[src/rtl/divider_pkg.sv]
`default_nettype none
// ============================================================================
// Package  : divider_pkg
// Purpose  : Shared widths, datapath-width derivation and pipeline entry type
//            used by every stage of the restoring divider pipeline.
// Revision : 1.0 - initial release
// ============================================================================
package divider_pkg;

    localparam int c_dividendlen = 16;
    localparam int c_divisorlen  = 8;
    localparam int c_tagw        = 4;

    // Partial remainder must hold the divisor shifted up to the top quotient bit.
    function automatic int datapath_len(input int dividend_len, input int divisor_len);
        return dividend_len + divisor_len - 1;
    endfunction

    localparam int c_datapathlen = datapath_len(c_dividendlen, c_divisorlen);

    typedef struct packed {
        logic [c_datapathlen-1:0] rem;
        logic [c_divisorlen-1:0]  divisor;
        logic [c_dividendlen-1:0] quot;
        logic [c_tagw-1:0]        tag;
    } div_entry_t;

endpackage
`default_nettype wire

[src/rtl/divider_slice_comb.sv]
`default_nettype none
// ============================================================================
// Module   : divider_slice_comb
// Purpose  : Combinational trial subtraction resolving one quotient bit.
// Revision : 1.0 - initial release
// ============================================================================
module divider_slice_comb
    import divider_pkg::*;
#(
    parameter int  SHIFT       = 5,
    parameter int  DIVIDENDLEN = 16,
    parameter int  DIVISORLEN  = 8,
    localparam int DATAPATHLEN = datapath_len(DIVIDENDLEN, DIVISORLEN)
) (
    input  logic [DATAPATHLEN-1:0] in_rem,
    input  logic [DIVISORLEN-1:0]  in_divisor,
    input  logic [DIVIDENDLEN-1:0] in_quot,
    output logic [DATAPATHLEN-1:0] res_rem,
    output logic [DIVIDENDLEN-1:0] res_quot
);

    logic [DATAPATHLEN:0] w_sub;
    logic [DATAPATHLEN:0] w_diff;
    logic                 w_borrow;

    assign w_sub    = {{(DATAPATHLEN + 1 - DIVISORLEN){1'b0}}, in_divisor} << SHIFT;
    assign w_diff   = {1'b0, in_rem} - w_sub;
    // A zero divisor never borrows, so the quotient bit is set and rem is kept.
    assign w_borrow = w_diff[DATAPATHLEN];

    always_comb begin
        res_rem         = w_borrow ? in_rem : w_diff[DATAPATHLEN-1:0];
        res_quot        = in_quot;
        res_quot[SHIFT] = ~w_borrow;
    end

endmodule
`default_nettype wire

[src/rtl/divider_stage_reg.sv]
`default_nettype none
// ============================================================================
// Module   : divider_stage_reg
// Purpose  : Registered divider stage: one slice plus a two-entry skid buffer
//            with a flop-driven in_ready.
// Revision : 1.0 - initial release
// ============================================================================
module divider_stage_reg
    import divider_pkg::*;
#(
    parameter int  SHIFT       = 5,
    parameter int  DIVIDENDLEN = 16,
    parameter int  DIVISORLEN  = 8,
    parameter int  TAGW        = 4,
    localparam int DATAPATHLEN = datapath_len(DIVIDENDLEN, DIVISORLEN)
) (
    input  logic                   clk,
    input  logic                   rst_n,

    input  logic                   in_valid,
    output logic                   in_ready,
    input  logic [DATAPATHLEN-1:0] in_rem,
    input  logic [DIVISORLEN-1:0]  in_divisor,
    input  logic [DIVIDENDLEN-1:0] in_quot,
    input  logic [TAGW-1:0]        in_tag,

    output logic                   out_valid,
    input  logic                   out_ready,
    output logic [DATAPATHLEN-1:0] out_rem,
    output logic [DIVISORLEN-1:0]  out_divisor,
    output logic [DIVIDENDLEN-1:0] out_quot,
    output logic [TAGW-1:0]        out_tag
);

    // The entry struct is sized by the shared package, so overrides must agree.
    if (DIVIDENDLEN != c_dividendlen || DIVISORLEN != c_divisorlen ||
        TAGW != c_tagw || SHIFT < 0 || SHIFT >= DIVIDENDLEN) begin : g_param_check
        $error("divider_stage_reg: parameters inconsistent with divider_pkg");
    end

    logic [DATAPATHLEN-1:0] slice_rem;
    logic [DIVIDENDLEN-1:0] slice_quot;
    div_entry_t             slice_entry;

    div_entry_t main_q, main_d;
    div_entry_t skid_q, skid_d;
    logic       main_valid_q, main_valid_d;
    logic       skid_valid_q, skid_valid_d;
    logic       in_ready_q, in_ready_d;

    logic       in_fire;
    logic       out_fire;

    divider_slice_comb #(
        .SHIFT       (SHIFT),
        .DIVIDENDLEN (DIVIDENDLEN),
        .DIVISORLEN  (DIVISORLEN)
    ) u_slice (
        .in_rem     (in_rem),
        .in_divisor (in_divisor),
        .in_quot    (in_quot),
        .res_rem    (slice_rem),
        .res_quot   (slice_quot)
    );

    always_comb begin
        slice_entry         = '0;
        slice_entry.rem     = slice_rem;
        slice_entry.divisor = in_divisor;
        slice_entry.quot    = slice_quot;
        slice_entry.tag     = in_tag;
    end

    assign in_fire  = in_valid & in_ready_q;
    assign out_fire = main_valid_q & out_ready;

    // State is encoded by the valid pair: EMPTY (0,0), ONE (1,0), FULL (1,1).
    always_comb begin
        main_d       = main_q;
        skid_d       = skid_q;
        main_valid_d = main_valid_q;
        skid_valid_d = skid_valid_q;

        if (skid_valid_q) begin
            if (out_fire) begin
                main_d       = skid_q;
                skid_valid_d = 1'b0;
            end
        end else if (main_valid_q) begin
            case ({in_fire, out_fire})
                2'b10: begin
                    skid_d       = slice_entry;
                    skid_valid_d = 1'b1;
                end
                2'b01: begin
                    main_valid_d = 1'b0;
                end
                2'b11: begin
                    main_d = slice_entry;
                end
                default: begin
                end
            endcase
        end else if (in_fire) begin
            main_d       = slice_entry;
            main_valid_d = 1'b1;
        end

        in_ready_d = ~skid_valid_d;
    end

    always_ff @(posedge clk or negedge rst_n) begin
        if (!rst_n) begin
            main_q       <= '0;
            skid_q       <= '0;
            main_valid_q <= 1'b0;
            skid_valid_q <= 1'b0;
            in_ready_q   <= 1'b1;
        end else begin
            main_q       <= main_d;
            skid_q       <= skid_d;
            main_valid_q <= main_valid_d;
            skid_valid_q <= skid_valid_d;
            in_ready_q   <= in_ready_d;
        end
    end

    assign in_ready    = in_ready_q;
    assign out_valid   = main_valid_q;
    assign out_rem     = main_q.rem;
    assign out_divisor = main_q.divisor;
    assign out_quot    = main_q.quot;
    assign out_tag     = main_q.tag;

endmodule
`default_nettype wire

[config.mk]
export PLATFORM = sky130hd
export DESIGN_NAME = divider_stage_reg
export DESIGN_NICKNAME = d
export VERILOG_FILES = /design/src/rtl/divider_pkg.sv /design/src/rtl/divider_slice_comb.sv /design/src/rtl/divider_stage_reg.sv
export SDC_FILE = /design/constraint.sdc
export NUM_CORES = 1
export LEC_CHECK = 0
export CORE_MARGIN = 8
export CORE_UTILIZATION = 57
export CTS_BUF_LIST = sky130_fd_sc_hd__clkbuf_16
export DETAILED_ROUTE_END_ITERATION = 12
export PLACE_DENSITY = 0.86
export SKIP_LAST_GASP = 1
export SYNTH_ARGS = -nofsm -noshare
export SYNTH_HDL_FRONTEND = slang
export SYNTH_HIERARCHICAL = 1
export SYNTH_SLANG_ARGS = --single-unit
[constraint.sdc]
create_clock -name clk -period 4.4 [get_ports clk]
set_input_delay 0.66 -clock clk [delete_from_list [all_inputs] [get_ports clk]]
set_output_delay 0.66 -clock clk [all_outputs]
set_load 0.05 [all_outputs]
Word level (Yosys, flattened, before mapping)
Index checks and enable logic that the tools add are counted.

storage, ports and cells
  input port bits = 55
  output and inout bits = 53
  bits in registers = 105

cells by class
  bitwise logic cells = 5
  mux-type cells = 13
  add/subtract/negate cells = 1
  equal/unequal tests = 5
  reductions and logical operators = 3

operator list
  kind                count
  $mux 51             5
  $sub 23x13->24      1
  $mux 23             1
  $mux 1              7
  $reduce_and 3->1    2
  $eq 2x2->1 const B  2
  $ne 3x1->1 const B  1
  $not 1->1           3
  $reduce_bool 3->1   1
  $and 1x1->1         2
  $eq 2x1->1 const B  1
  $ne 2x1->1 const B  1

Depth between registers and ports, before layout
Gate-level depths: netlist (run 1).

  depth in word-level cells = 6
  gate-level depth with buffers = 12
  mapped depth without buffers = 11

By module
The synthesis (run 1) kept the hierarchy.

by module, submodules not included
  module              seq. area each (um^2)  cells an instance  area an instance (um^2)  instances
  divider_stage_reg   2628.8                 287                4770.8                   1
  divider_slice_comb  0.0                    124                883.3                    1

Least setup slack after synthesis (run 1)
No wires, ideal clock.

  path type = input port to flip-flop
  start point = input in_rem[5]
  end point = register main_q, in the netlist out_rem[11]
  stages = 11
  buffers on the path = 0
  data arrival time = 2976 ps
  path slack = 1299 ps
  setup time = 125 ps
  cell sequence = inv_1 ha_1 inv_1 fa_1 a211oi_1 nor3_1 nor3b_4 inv_2 mux2_4 mux2_2 mux2_2

between the ends
  word-level cells in the longest chain between the ends = 5
  elaborated cells between the ends (all ways) = 6

ends and longest elaborated chain
  what                        line                                               source
  from (decl)                 divider_stage_reg.sv:22                            input logic [DATAPATHLEN-1:0] in_rem,
  $sub 23x13->24 *            divider_slice_comb.sv:27                           assign w_diff = {1'b0, in_rem} - w_sub;
  $mux 23 *                   divider_slice_comb.sv:32                           res_rem = w_borrow ? in_rem : w_diff[DATAPATHLEN-1:0];
  net slice_rem[11]           divider_stage_reg.sv:41                            logic [DATAPATHLEN-1:0] slice_rem;
  $mux 51 (on tied branches)  divider_stage_reg.sv:104, divider_stage_reg.sv:90
  $mux 51 *                   divider_stage_reg.sv:89                            end else if (main_valid_q) begin
  $mux 51 *                   divider_stage_reg.sv:84                            if (skid_valid_q) begin
  to (signal assigned)        divider_stage_reg.sv:120                           main_q <= main_d;
  to (decl)                   divider_stage_reg.sv:45                            div_entry_t main_q, main_d;

Mark *: on every way through the listed nets, which the timed path passes. The rest lies on a longest branch. The select of a mux whose other input is x is not followed.
A chain may end at the register's enable or synchronous reset.

Worst setup path after layout (run 1)
  start point = input in_divisor[0]
  end point = register main_q, in the netlist out_rem[11]

between the ends
  word-level cells in the longest chain between the ends = 5
  elaborated cells between the ends (all ways) = 6

ends and longest elaborated chain
  what                        line                                               source
  from (decl)                 divider_stage_reg.sv:23                            input logic [DIVISORLEN-1:0] in_divisor,
  $sub 23x13->24 *            divider_slice_comb.sv:27
  $mux 23 *                   divider_slice_comb.sv:32
  net slice_rem[11]           divider_stage_reg.sv:41
  $mux 51 (on tied branches)  divider_stage_reg.sv:104, divider_stage_reg.sv:90
  $mux 51 *                   divider_stage_reg.sv:89
  $mux 51 *                   divider_stage_reg.sv:84

Marks and branches as above.

==> results of run 1 <==
## power by group
part           switching [mW]  total, mW  internal [mW]
sequential              0.268       1.73           1.46
combinational            1.53       2.93           1.40
clock                   0.342      0.893          0.551
## through the flow
step / power (mW) / instance area (sq um)
after global routing: 5.84 / 6940
after global placement: 4.61 / 6600
after CTS: 5.62 / 6940
final: 5.56 / 6940
after floorplan: 3.88 / 5650
after detailed placement: 4.70 / 6600
## final cells by class
class,instances,area [sq um],area share (%)
Multi-Input combinational cell,253,2660,38.3
Sequential cell,105,2630,37.9
Timing Repair Buffer,110,1090,15.7
Clock buffer,9,225,3.25
Tap cell,133,166,2.40
Clock inverter,7,110,1.59
Inverter,15,56.3,0.812
## final timing paths
check	startpoint	to	depth (start not counted)
min in group asynchronous	rst_n	skid_q[29]	1
max in group asynchronous	rst_n	out_rem[21]	2
hold / removal	skid_q[22]	skid_q[22]	1
hold reg to reg	skid_q[22]	skid_q[22]	1
setup reg to reg	in_ready	skid_q[40]	3
setup / recovery	in_divisor[0]	out_rem[11]	11
## layer usage
| metal | wire [microns] | share of wire, % | GRT usage [%] |
|---|---|---|---|
| met5 | 0 | 0 | 0 |
| met2 | 6050 | 50 | 32.4 |
| met1 | 5080 | 42 | 21.8 |
| met4 | 357 | 3.0 | 9.63 |
| met3 | 559 | 4.6 | 4.33 |
## registers in the layout, indices dropped and copies added, names as in the netlist
signal	cells
in_ready	1
out_divisor	8
out_quot	16
out_rem	23
out_tag	4
out_valid	1
skid_q	51
skid_valid_q	1
## cell families (layout without fill, tap and decap cells)
kind of cell    Yosys count  in the layout
flops                   105            105
simple gates             42             42
xor+xnor                 10             10
buf+inv                  53            141
compound gates           33             33
fa+ha+maj                 9              9
mux                     159            159
## worst reg2reg max path: stages (launching register included)
cell,delay [ns]
dfstp_2,0.56
nand2_1,0.07
or4b_4,0.94
mux2_4,0.48
## placed cells by master (no fill, tap or decap), types with 2 or more instances in the layout
| master | n |
|---|---|
| a211oi_1 | 2 |
| a21o_1 | 4 |
| a21oi_1 | 9 |
| buf_4 | 5 |
| bufinv_16 | 3 |
| clkbuf_16 | 9 |
| clkdlybuf4s50_1 | 105 |
| dfrtp_1 | 103 |
| ha_1 | 8 |
| inv_1 | 15 |
| mux2_2 | 107 |
| mux2_4 | 51 |
| nand2_1 | 11 |
| nand2b_1 | 3 |
| nor2_1 | 8 |
| nor3_1 | 5 |
| nor4_1 | 5 |
| o211ai_1 | 4 |
| o21ai_0 | 7 |
| or3_1 | 3 |
| xnor2_1 | 3 |
| xor2_1 | 7 |
==> flow_metrics.tcl, run 1 <==
set metrics [dict create \
    outcome "completed" \
    yosys.area.top_type "dfrtp_1" \
    drt_wl_total_mm 12.0 \
    final_antenna_net_count 0 \
    post_cts_buffers 0 \
    ys_seq_elements 105 \
    drive_gt1_share_pct 37.5 \
    path_clk_slew_ns 0.07 \
    hold_buffers 0 \
    tritoncts "yes" \
    cp_slowest_stage_delay_ns 0.53 \
    ys_types 41 \
    postCtsResizedCells 0 \
    root_buffer "clkbuf_16" \
    synth-simple-area-share_pct 4.36 \
    skew_ns 0.00481 \
    h-tree-depth 3 \
    avgSynthCellArea_sq_um 13.8 \
    startpoint_type "primary input" \
    cp_data_required_time_ns 4.63 \
    synth-adder-area-share_pct 2.12 \
    irDropWorstVdd_uv 688 \
    grt_usage_pct 18.9 \
    synth.top_cell.area_share_pct 46.0 \
    die_w_microns 116 \
    yosysMostFrequentCell "mux2_2" \
    powerDensity_nw_per_um2 801 \
    start_util_pct 58.4 \
    placedCellCount 616 \
    row_count 36 \
    fin_crit_ns 3.61 \
    holdCritPathClass "flip-flop to flip-flop" \
    via_per_inst 5.49 \
    yosysSeqAreaShare_pct 46.5 \
    path_common_cell "mux2_2" \
    die_h_microns 116 \
    fill_cells 641 \
    clock-sinks 105 \
    p_leak_nw 3.09 \
    muxShareOfSynthArea_pct 35.0 \
    place.gp.congestion 0.816 \
    syn_area_sq_um 5650 \
    yosys-top-cells-count "mux2_2, dfrtp_1, mux2_4" \
    syn-num-nets 475 \
    criticalPathCategory "primary input to flip-flop" \
    r2r_slack_ns 2.23 \
    clockBufferDepth 2 \
    boundaryPins 108 \
    timing.fmax_mhz 277 \
    tns_ns 0 \
    synth_edf_count 0 \
    yosysWarningCount 6 \
    fin_ws_ns 0.792 \
    fp.coreArea_sq_um 9680 \
    ys.flop_type "dfrtp_1" \
    worstSetupEndpointType "flip-flop" \
    dp_worst_setup_slack_ns 0.461 \
    final_util_pct 71.6 \
    diodes 0 \
    async_flop_share_pct 100 \
    tightest_slew_ns 1.08 \
    grt_first_pass_wirelength_mm 19.7 \
    synth_top_family_by_area "multiplexers" \
    place_hpwl_mm 8.04 \
    maxSlewHeadroom_pct 27.7 \
    synth_compound_area_share_pct 3.78 \
    synth_area_leaders "dfrtp_1, mux2_2, mux2_4" \
    drv_slew 0 \
    grt_pass1_vias 3840 \
    grt_overflow 0 \
    maxCapViolations 0 \
    drtIter0Drc 115 \
    crit_family "multiplexers" \
    grt_antenna_before_repair 0 \
    layout.cells.non_filler 632 \
    drc 0 \
    area_delta_synth_final_pct 22.7 \
    yosys.area_share.xor_xnor_pct 1.55 \
    cp_max_fo 8 \
    holdWs_ns 0.506 \
    rsz0062_at_grt "false" \
    final.period_utilization_pct 82.0 \
    layout.nets 558 \
    routedWlPerCell_microns 19.1 \
    grt_max_degree 87 \
    first_pass_iters 4 \
    cp_cell_sequence "clkdlybuf4s50_1 -> ha_1 -> inv_1 -> fa_1 -> a211oi_1 -> nor3_1 -> nor3b_4 -> inv_2 -> mux2_4 -> mux2_2 -> mux2_2" \
    io_buffers 106 \
    hold_viol_final 0 \
    numCtsBuffers 9 \
    worst-path-buf-inv 3 \
    via_count 3468 \
    synthCells 411 \
    setup_viol 0 \
    worstPathArrival_ns 3.83 \
    clock_latency_ns 0.34 \
    die_area_sq_um 13400 \
    crit_slowest_cell "clkdlybuf4s50_1" \
]
Note: power is estimated with default switching activity, not from simulation.
==> run 2: changes to the inputs <==
CORE_UTILIZATION = 47   (was 57)
PLACE_DENSITY = 0.76   (was 0.86)
clock period = 3.1 ns   (was 4.4 ns; I/O delays follow)
==> run 2 against run 1 <==
  * Global-route usage shrank 3.0 points
  * Non-clock buffer count grew 34
  * Combinational power increased by 43%
  * Cell count up 7.6%
  * Clock skew increased by 0.0066 ns
  * Via count increased by 2.9%
  * Register-to-register slack got worse by 1.3 ns
  * Core utilization decreased by 11 points
  * Setup slack lost 0.66 ns
  * Clock power rose by 25%
  * Hold slack worse by 0.30 ns
  * Sequential cell count is the same
  * Critical path type unchanged
  * Largest cell class unchanged
==> flow_metrics.tcl, run 2 (synthesis results as in run 1) <==
set metrics [dict create \
    outcome "completed" \
    final_antenna_net_count 0 \
    via_count 3570 \
    first_pass_iters 4 \
    grt_pass1_vias 3984 \
    skew_ns 0.0114 \
    irDropWorstVdd_uv 537 \
    diodes 0 \
    drv_slew 0 \
    die_h_microns 126 \
    h-tree-depth 3 \
    tightest_slew_ns 0.802 \
    drt_wl_total_mm 12.0 \
    worstSetupEndpointType "flip-flop" \
    hold_buffers 0 \
    path_clk_slew_ns 0.07 \
    grt_first_pass_wirelength_mm 20.3 \
    startpoint_type "primary input" \
    worst-path-buf-inv 6 \
    holdCritPathClass "primary input to async pin" \
    fin_crit_ns 2.97 \
    timing.fmax_mhz 337 \
    fp.coreArea_sq_um 11900 \
    powerDensity_nw_per_um2 1080 \
    grt_antenna_before_repair 0 \
    hold_viol_final 0 \
    worstPathArrival_ns 3.20 \
    criticalPathCategory "primary input to flip-flop" \
    grt_usage_pct 15.9 \
    fin_total_pwr_mw 7.80 \
    cp_cell_sequence "clkdlybuf4s50_1 -> inv_1 -> ha_2 -> inv_1 -> fa_2 -> a211oi_2 -> buf_4 -> nor3_2 -> nor3b_4 -> buf_6 -> inv_2 -> mux2_4 -> mux2_2 -> mux2_2" \
    grt_max_degree 64 \
    fill_cells 913 \
    cp_max_fo 5 \
    root_buffer "clkbuf_16" \
    drive_gt1_share_pct 43.2 \
    die_w_microns 126 \
    maxSlewHeadroom_pct 46.5 \
    routedWlPerCell_microns 17.7 \
    placedCellCount 664 \
    tritoncts "yes" \
    numCtsBuffers 9 \
    layout.cells.non_filler 680 \
    crit_family "buffers and inverters" \
    rsz0062_at_grt "false" \
    area_delta_synth_final_pct 28.0 \
    layout.nets 592 \
    drtIter0Drc 157 \
    grt_overflow 0 \
    cp_slowest_stage_delay_ns 0.39 \
    postCtsResizedCells 2 \
    maxCapViolations 0 \
    place_hpwl_mm 8.45 \
    boundaryPins 108 \
    clock_latency_ns 0.35 \
    place.gp.congestion 0.843 \
    top_register "skid_q" \
    setup_viol 0 \
    p_leak_nw 3.26 \
    clockBufferDepth 2 \
    layout_common_cells "mux2_2, clkdlybuf4s50_1, dfrtp_1" \
    via_per_inst 5.25 \
    die_area_sq_um 15800 \
    largest_reg_flops 51 \
    clock-sinks 105 \
    cp_data_required_time_ns 3.33 \
    layout_commonest_cell "mux2_2" \
    post_cts_buffers 0 \
    crit_slowest_cell "clkdlybuf4s50_1" \
    start_util_pct 47.7 \
    row_count 40 \
    drc 0 \
    final.period_utilization_pct 95.7 \
    io_buffers 106 \
]
==> run 2: changes by cell type in the layout (fill, tap and decap cells not counted), sizes merged <==
| cell | previous run | this run |
|---|---|---|
| dlymetal6s2s | 0 | 1 |
| clkdlybuf4s50 | 105 | 104 |
| clkinvlp | 1 | 0 |
| buf | 5 | 39 |
| bufinv | 3 | 1 |
| clkinv | 2 | 5 |
==> run 2: worst paths after layout <==
| kind | slack (ns) | depth (start not counted) | end | start |
|---|---|---|---|---|
| max | 0.13 | 14 | out_rem[11] | in_rem[5] |
| min | 0.21 | 1 | out_rem[2] | rst_n |
| max reg2reg | 0.92 | 3 | skid_q[38] | skid_valid_q |
| min reg2reg | 0.51 | 1 | out_rem[9] | out_rem[9] |
| max in group asynchronous | 2.13 | 2 | skid_q[6] | rst_n |
| min in group clk | 0.51 | 1 | out_rem[9] | out_rem[9] |
==> run 2: metrics by stage <==
step / util (%) / area, sq um / hold WS [ns] / TNS, ns / setup WS, ns
final: 61.0 / 7240 / 0.207 / 0 / 0.134
after global routing: 61.0 / 7240 / 0.273 / 0 / 0.00421
after CTS: 60.7 / 7200 / 0.233 / 0 / 0.0175
after detailed placement: 58.2 / 6900 / 0.489 / -8.04 / -0.413
after global placement: 58.2 / 6900 / 0.484 / -5.58 / -0.342
after floorplan: - / 5650 / 0.169 / 0 / 0.194
==> run 2: worst register-to-register path: cells and delay by family, from the launching register on <==
kind          cells  cell delay (ns)
simple gates      1             0.82
flops             1             0.60
mux               1             0.38
buf+inv           1             0.27
==> run 2: layer usage <==
metal	wire length, microns	vias to the layer above	part of all wire [%]	track usage (%)
li1	-	1681	-	-
met1	5010	1801	42	18.5
met2	6190	72	51	27.4
met3	630	16	5.2	4.22
met4	218	0	1.8	6.66
met5	0	-	0	0
==> run 2: cell type report <==
cell class / instances / area (sq um) / area share (%)
well taps: 147 / 184 / 2.54
clock inverters: 7 / 62.6 / 0.864
repair buffers: 144 / 1380 / 19.0
multi-input cells: 253 / 2710 / 37.4
flip-flops and latches: 105 / 2630 / 36.3
clock buffers: 9 / 225 / 3.11
inverters: 15 / 56.3 / 0.778
==> run 2: power by group <==
part           leakage, nW  internal [mW]  switching (mW)
Clock                0.150          0.619           0.502
Sequential            1.26           2.08           0.413
Combinational         1.85           2.04            2.15
Total                 3.26           4.73            3.07
